## config.mk

```make
export PLATFORM = sky130hd
export DESIGN_NAME = cpu_trace_capture
export DESIGN_NICKNAME = d
export VERILOG_FILES = /design/src/rtl/cpu_trace_capture.sv
export SDC_FILE = /design/constraint.sdc
export NUM_CORES = 1
export LEC_CHECK = 0
export ABC_AREA = 0
export BUFFER_PORTS_ARGS = -buffer_cell sky130_fd_sc_hd__buf_2
export CAP_MARGIN = 20
export CORE_UTILIZATION = 60
export DETAILED_ROUTE_END_ITERATION = 12
export PLACE_DENSITY = 0.74
export SLEW_MARGIN = 0
export SYNTH_ARGS = -nofsm -noshare
export SYNTH_HDL_FRONTEND = slang
export SYNTH_SLANG_ARGS = --single-unit
export TNS_END_PERCENT = 1
```

## constraint.sdc

```tcl
create_clock -name clock -period 30.8 [get_ports clock]
set_clock_uncertainty 0.15 [all_clocks]
set_input_delay 6.16 -clock clock [delete_from_list [all_inputs] [get_ports clock]]
set_output_delay 6.16 -clock clock [all_outputs]
set_load 0.005 [all_outputs]
```

## src/rtl/cpu_trace_capture.sv

```systemverilog
// CPU instruction trace capture: stamps decode-cycle snapshots with a cycle count,
// queues them in a FIFO and streams each record out as 12 bytes over valid/ready.
module cpu_trace_capture #(
    parameter int DEPTH = 8
) (
    input  logic                     clock,
    input  logic                     reset,
    input  logic                     clock_en,
    input  logic                     enable,
    input  logic                     decode,
    input  logic [15:0]              pc,
    input  logic [7:0]               opcode,
    input  logic [7:0]               a,
    input  logic [7:0]               x,
    input  logic [7:0]               y,
    input  logic [7:0]               p,
    input  logic [7:0]               sp,
    output logic [7:0]               out_data,
    output logic                     out_valid,
    input  logic                     out_ready,
    output logic                     out_last,
    output logic [$clog2(DEPTH):0]   count,
    output logic                     overflow,
    output logic [7:0]               drop_cnt,
    output logic                     dbg_state
);
    localparam int AW = $clog2(DEPTH);

    // Output handshake: a byte moves on a rising edge where out_valid & out_ready;
    // out_data/out_last stay stable while out_valid is high and out_ready is low.
    typedef enum logic {S_IDLE = 1'b0, S_SEND = 1'b1} state_t;

    state_t        r_state, w_state_nxt;
    logic [3:0]    r_idx, w_idx_nxt;
    logic [31:0]   r_cyc;
    logic [95:0]   r_mem [DEPTH];
    logic [AW-1:0] r_wr_ptr, r_rd_ptr;
    logic [AW:0]   r_count, w_count_nxt;
    logic          r_overflow;
    logic [7:0]    r_drop_cnt;

    logic          w_capture, w_full, w_push, w_drop, w_xfer, w_pop;
    logic [95:0]   w_head, w_shifted;

    assign w_capture = clock_en & enable & decode;
    assign w_full    = (r_count == (AW+1)'(DEPTH));
    // A full FIFO drops even if the head pops on the same edge.
    assign w_push    = w_capture & ~w_full;
    assign w_drop    = w_capture & w_full;
    assign w_xfer    = (r_state == S_SEND) & out_ready;
    assign w_pop     = w_xfer & (r_idx == 4'd11);

    always_comb begin
        w_count_nxt = r_count;
        if (w_push && !w_pop)
            w_count_nxt = r_count + (AW+1)'(1);
        else if (!w_push && w_pop)
            w_count_nxt = r_count - (AW+1)'(1);
    end

    always_comb begin
        w_state_nxt = r_state;
        w_idx_nxt   = r_idx;
        case (r_state)
            S_IDLE: begin
                if (r_count != '0) begin
                    w_state_nxt = S_SEND;
                    w_idx_nxt   = 4'd0;
                end
            end
            S_SEND: begin
                if (w_xfer) begin
                    if (r_idx == 4'd11) begin
                        w_idx_nxt = 4'd0;
                        if (w_count_nxt == '0)
                            w_state_nxt = S_IDLE;
                    end else begin
                        w_idx_nxt = r_idx + 4'd1;
                    end
                end
            end
            default: begin
                w_state_nxt = S_IDLE;
                w_idx_nxt   = 4'd0;
            end
        endcase
    end

    always_ff @(posedge clock or posedge reset) begin
        if (reset) begin
            r_state    <= S_IDLE;
            r_idx      <= 4'd0;
            r_cyc      <= 32'd0;
            r_wr_ptr   <= '0;
            r_rd_ptr   <= '0;
            r_count    <= '0;
            r_overflow <= 1'b0;
            r_drop_cnt <= 8'd0;
        end else begin
            r_state <= w_state_nxt;
            r_idx   <= w_idx_nxt;
            r_count <= w_count_nxt;
            if (clock_en)
                r_cyc <= r_cyc + 32'd1;
            if (w_push)
                r_wr_ptr <= r_wr_ptr + AW'(1);
            if (w_pop)
                r_rd_ptr <= r_rd_ptr + AW'(1);
            if (w_drop) begin
                r_overflow <= 1'b1;
                if (r_drop_cnt != 8'hFF)
                    r_drop_cnt <= r_drop_cnt + 8'd1;
            end
        end
    end

    always_ff @(posedge clock) begin
        if (w_push)
            r_mem[r_wr_ptr] <= {pc, opcode, a, x, y, p, sp, r_cyc};
    end

    // Byte 0 is the most significant byte of the packed record.
    assign w_head    = r_mem[r_rd_ptr];
    assign w_shifted = w_head << {r_idx, 3'b000};

    assign out_valid = (r_state == S_SEND);
    assign out_data  = (r_state == S_SEND) ? w_shifted[95:88] : 8'h00;
    assign out_last  = (r_state == S_SEND) && (r_idx == 4'd11);
    assign count     = r_count;
    assign overflow  = r_overflow;
    assign drop_cnt  = r_drop_cnt;
    assign dbg_state = r_state;

endmodule
```

==> reports/metrics.csv <==
stage,metric,value,unit
synthesis,yosys.area_share.xor_xnor,0.0126,
synthesis,synthTopCellsByCount,"768 x edfxtp_1, 175 x mux4_2, 58 x mux2i_1",
critical_path,crit_type,reg2out,
place,dp.final_hpwl,35000,µm
place,globalplace.congestion,0.760,
timing,tightest_slew,1.06,ns
critical_path,r2r-end,r_mem[1][60]$_DFFE_PP_,
timing,final_hold_viol_count,0,
synthesis,yosysUniqueCellTypes,55,
critical_path,worst-r2r-cell-count,8,
route,ant_nets,0,
global_route,grt_max_degree,126,
floorplan,die_h,233,µm
clock_network,cts_max_level,3,
place,portBuffers,93,
synthesis,syn_avg_cell_area,21.4,µm²
clock_network,postCtsHoldBufs,0,
clock_network,cts_buffer_depth,3,
critical_path,rrSetupSlack,26.86,ns
route,drt_iter0_drc,1339,
synthesis,synth-seq-cells,824,
synthesis,synth_area_leaders,"edfxtp_1 72%, mux4_2 12%, dfrtp_1 4.4%, mux2i_1 1.8%, xnor2_1 0.76%",
route,routed.top_layer,met5,
critical_path,path_max_fanout,117,
cells_and_area,syn_to_final_growth,12.3,%
critical_path,timing.rr.start,count[1]$_DFF_PP0_,
synthesis,synth.top_cell.area_share,0.719,
pwr,power_density,81.1,nW/µm²
floorplan,io_pins,94,
route,drc_errors,0,
clock_network,clk_latency,0.63,ns
synthesis,muxShareOfSynthArea,0.154,
route,vias,15300,
clock_network,cts_tree,built,
pwr,power_leakage,11.7,nW
worst_hold_path,hp-class,reg2reg,
floorplan,rows,84,
timing,setup_tns,0,ns
synthesis,synth_edf_count,768,
synthesis,synthAdderAreaFrac,0.00312,
global_route,grtUsageTotal,0.252,
worst_hold_path,whs_path_depth,1,
job,drv_cap,0,
timing,final_max_slew_viol_count,0,
route,wl_met1,27100,µm
global_route,grt_remaining_overflow,0,
global_route,grt_pass1_vias,16100,
route,wirelength,65500,µm
synthesis,synth_top_family_by_area,multiplexers,
route,via_per_inst,6.40,
synthesis,synth.most_common_cell,edfxtp_1,
cells_and_area,stdcell_area,36100,µm²
synthesis,yosys.area_share.simple,0.0287,
synthesis,synth_top_area_cell,edfxtp_1,
status,status,"finished, final reports clean",
global_route,grt_pass1_wl,99000,µm
route,wl_met3,4400,µm
floorplan,die-width,233,µm
clock_network,cts_resized,0,
synthesis,syn-num-nets,1576,
timing,slew_headroom,0.295,
floorplan,core-area,52700,µm²
timing,fmax,88.2,MHz
cells_and_area,nNetsFinal,1706,
timing,fin_crit_sh,0.368,
synthesis,synth_cells,1498,
synthesis,synthesis.area,32100,µm²
floorplan,die_area,54400,µm²
synthesis,ys_seq_area_frac,0.762,
clock_network,cts_sinks,824,
route,dr.pass1.iters,8,
route,routed-wl-met2,32500,µm
worst_hold_path,hold_end,overflow$_DFFE_PP0P_,
floorplan,start_util,0.610,
clock_network,post-cts-setup-buffers,0,
synthesis,ys.flop_type,edfxtp_1,
synthesis,yosysWarningCount,0,
critical_path,worstSetupStartpointType,flip-flop,
clock_network,path_clk_slew,0.06,ns
worst_hold_path,hp-start,overflow$_DFFE_PP0P_,
clock_network,cts_root_buffer,clkbuf_16,
pwr,p_total,2.92,mW
critical_path,end_kind,primary output,
synthesis,synth-compound-area-share,0.0234,
clock_network,cts_made_buffers,81,
route,wl_per_cell,27.4,µm
timing,setup_violations,0,
pwr,ir_worst_vdd,0.0848,mV
timing,finalCriticalPeriod,11.34,ns
critical_path,arrival,5.03,ns
place,place_area,33300,µm²
synthesis,async_flop_share,0.0680,
critical_path,cp_data_required_time,24.49,ns
global_route,antenna_found_initial,4,
cells_and_area,drive_gt1_frac,0.268,
timing,rsz0062_at_grt,false,
## metal layers
layer | track usage | up-vias
li1 | - | 6514
met1 | 0.354 | 8048
met2 | 0.409 | 596
met3 | 0.0430 | 111
met4 | 0.0825 | 2
met5 | 0 | -
## cell usage in the layout (no fill, tap or decap), types with 9 or more instances in the layout
cell type and instances:
mux4_1 9, clkinv_1 9, bufinv_16 13, clkbuf_1 20
a21oi_1 11, buf_4 24, a211oi_1 10, o22ai_1 19
o211ai_1 13, nand2_1 49, nor2b_1 9, mux4_2 175
mux2_2 17, xnor2_1 28, edfxtp_1 768, clkbuf_16 83
nor2_1 22, clkinv_2 13, buf_2 93, nand4_1 14
inv_1 10, dfrtp_1 53, mux2i_1 58, nand3_1 25
xor2_1 18
## registers in the layout, indices dropped and copies added (netlist names)
register and count:
r_cyc 32, drop_cnt 8, r_idx 4, overflow 1, count 4, dbg_state 1, r_mem 768, r_rd_ptr 3
r_wr_ptr 3
## power breakdown
group | internal (mW) | total (mW) | leakage (nW) | switching (mW)
Combinational | 0.260 | 0.553 | 2.57 | 0.293
Clock | 0.617 | 1.03 | 1.36 | 0.411
Sequential | 1.29 | 1.34 | 7.73 | 0.0569
Total | 2.16 | 2.92 | 11.7 | 0.761
## worst max path at each step
stage	from	endpoint	slack, ns	depth (start not counted)
3_5_place_dp	r_rd_ptr[0]$_DFFE_PP0P_	out_data[1]	19.99	8
4_1_cts	r_rd_ptr[0]$_DFFE_PP0P_	out_data[1]	19.27	8
5_1_grt	r_rd_ptr[0]$_DFFE_PP0P_	out_data[1]	19.04	8
3_3_place_gp	r_rd_ptr[0]$_DFFE_PP0P_	out_data[1]	20.00	8
2_1_floorplan	decode	r_mem[0][0]$_DFFE_PP_	14.16	4
6_report	r_rd_ptr[0]$_DFFE_PP0P_	out_data[1]	19.46	8
## cell families (layout without fill, tap and decap cells)
group,Yosys count,after routing
muxes,259,259
buffers and inverters,83,281
and+or+nand+nor,174,174
AOI/OAI and AO/OA,104,104
adders and majority gates,8,8
other,0,3
xor gates and xnor gates,46,46
DFF,824,824
## layout make-up
class	instances	area (µm²)
Fill cell	3175	16600
Timing Repair Buffer	119	686
Clock inverter	44	593
Clock buffer	107	2210
Inverter	11	41.3
Sequential cell	824	24500
Antenna cell	3	7.51
Multi-Input combinational cell	591	7190
Tap cell	688	861
## stage by stage
stage	hold WS (ns)	setup slack [ns]	std cells	util
4_1_cts	0.334	19.27	2384	0.685
6_report	0.334	19.46	2387	0.685
2_1_floorplan	0.318	14.16	1498	-
3_5_place_dp	0.316	19.99	2233	0.631
3_3_place_gp	0.307	20.00	2233	0.631
5_1_grt	0.355	19.04	2385	0.685
## critical path: stages, from the launching register on
cell and delay (ns):
dfrtp_4 0.94, buf_4 0.84, buf_12 0.77, mux4_1 0.67, mux2_2 0.30, a221o_1 0.30, nand4_1 0.19, nand3_1 0.13
buf_2 0.16
(Power assumes the default switching activity.)
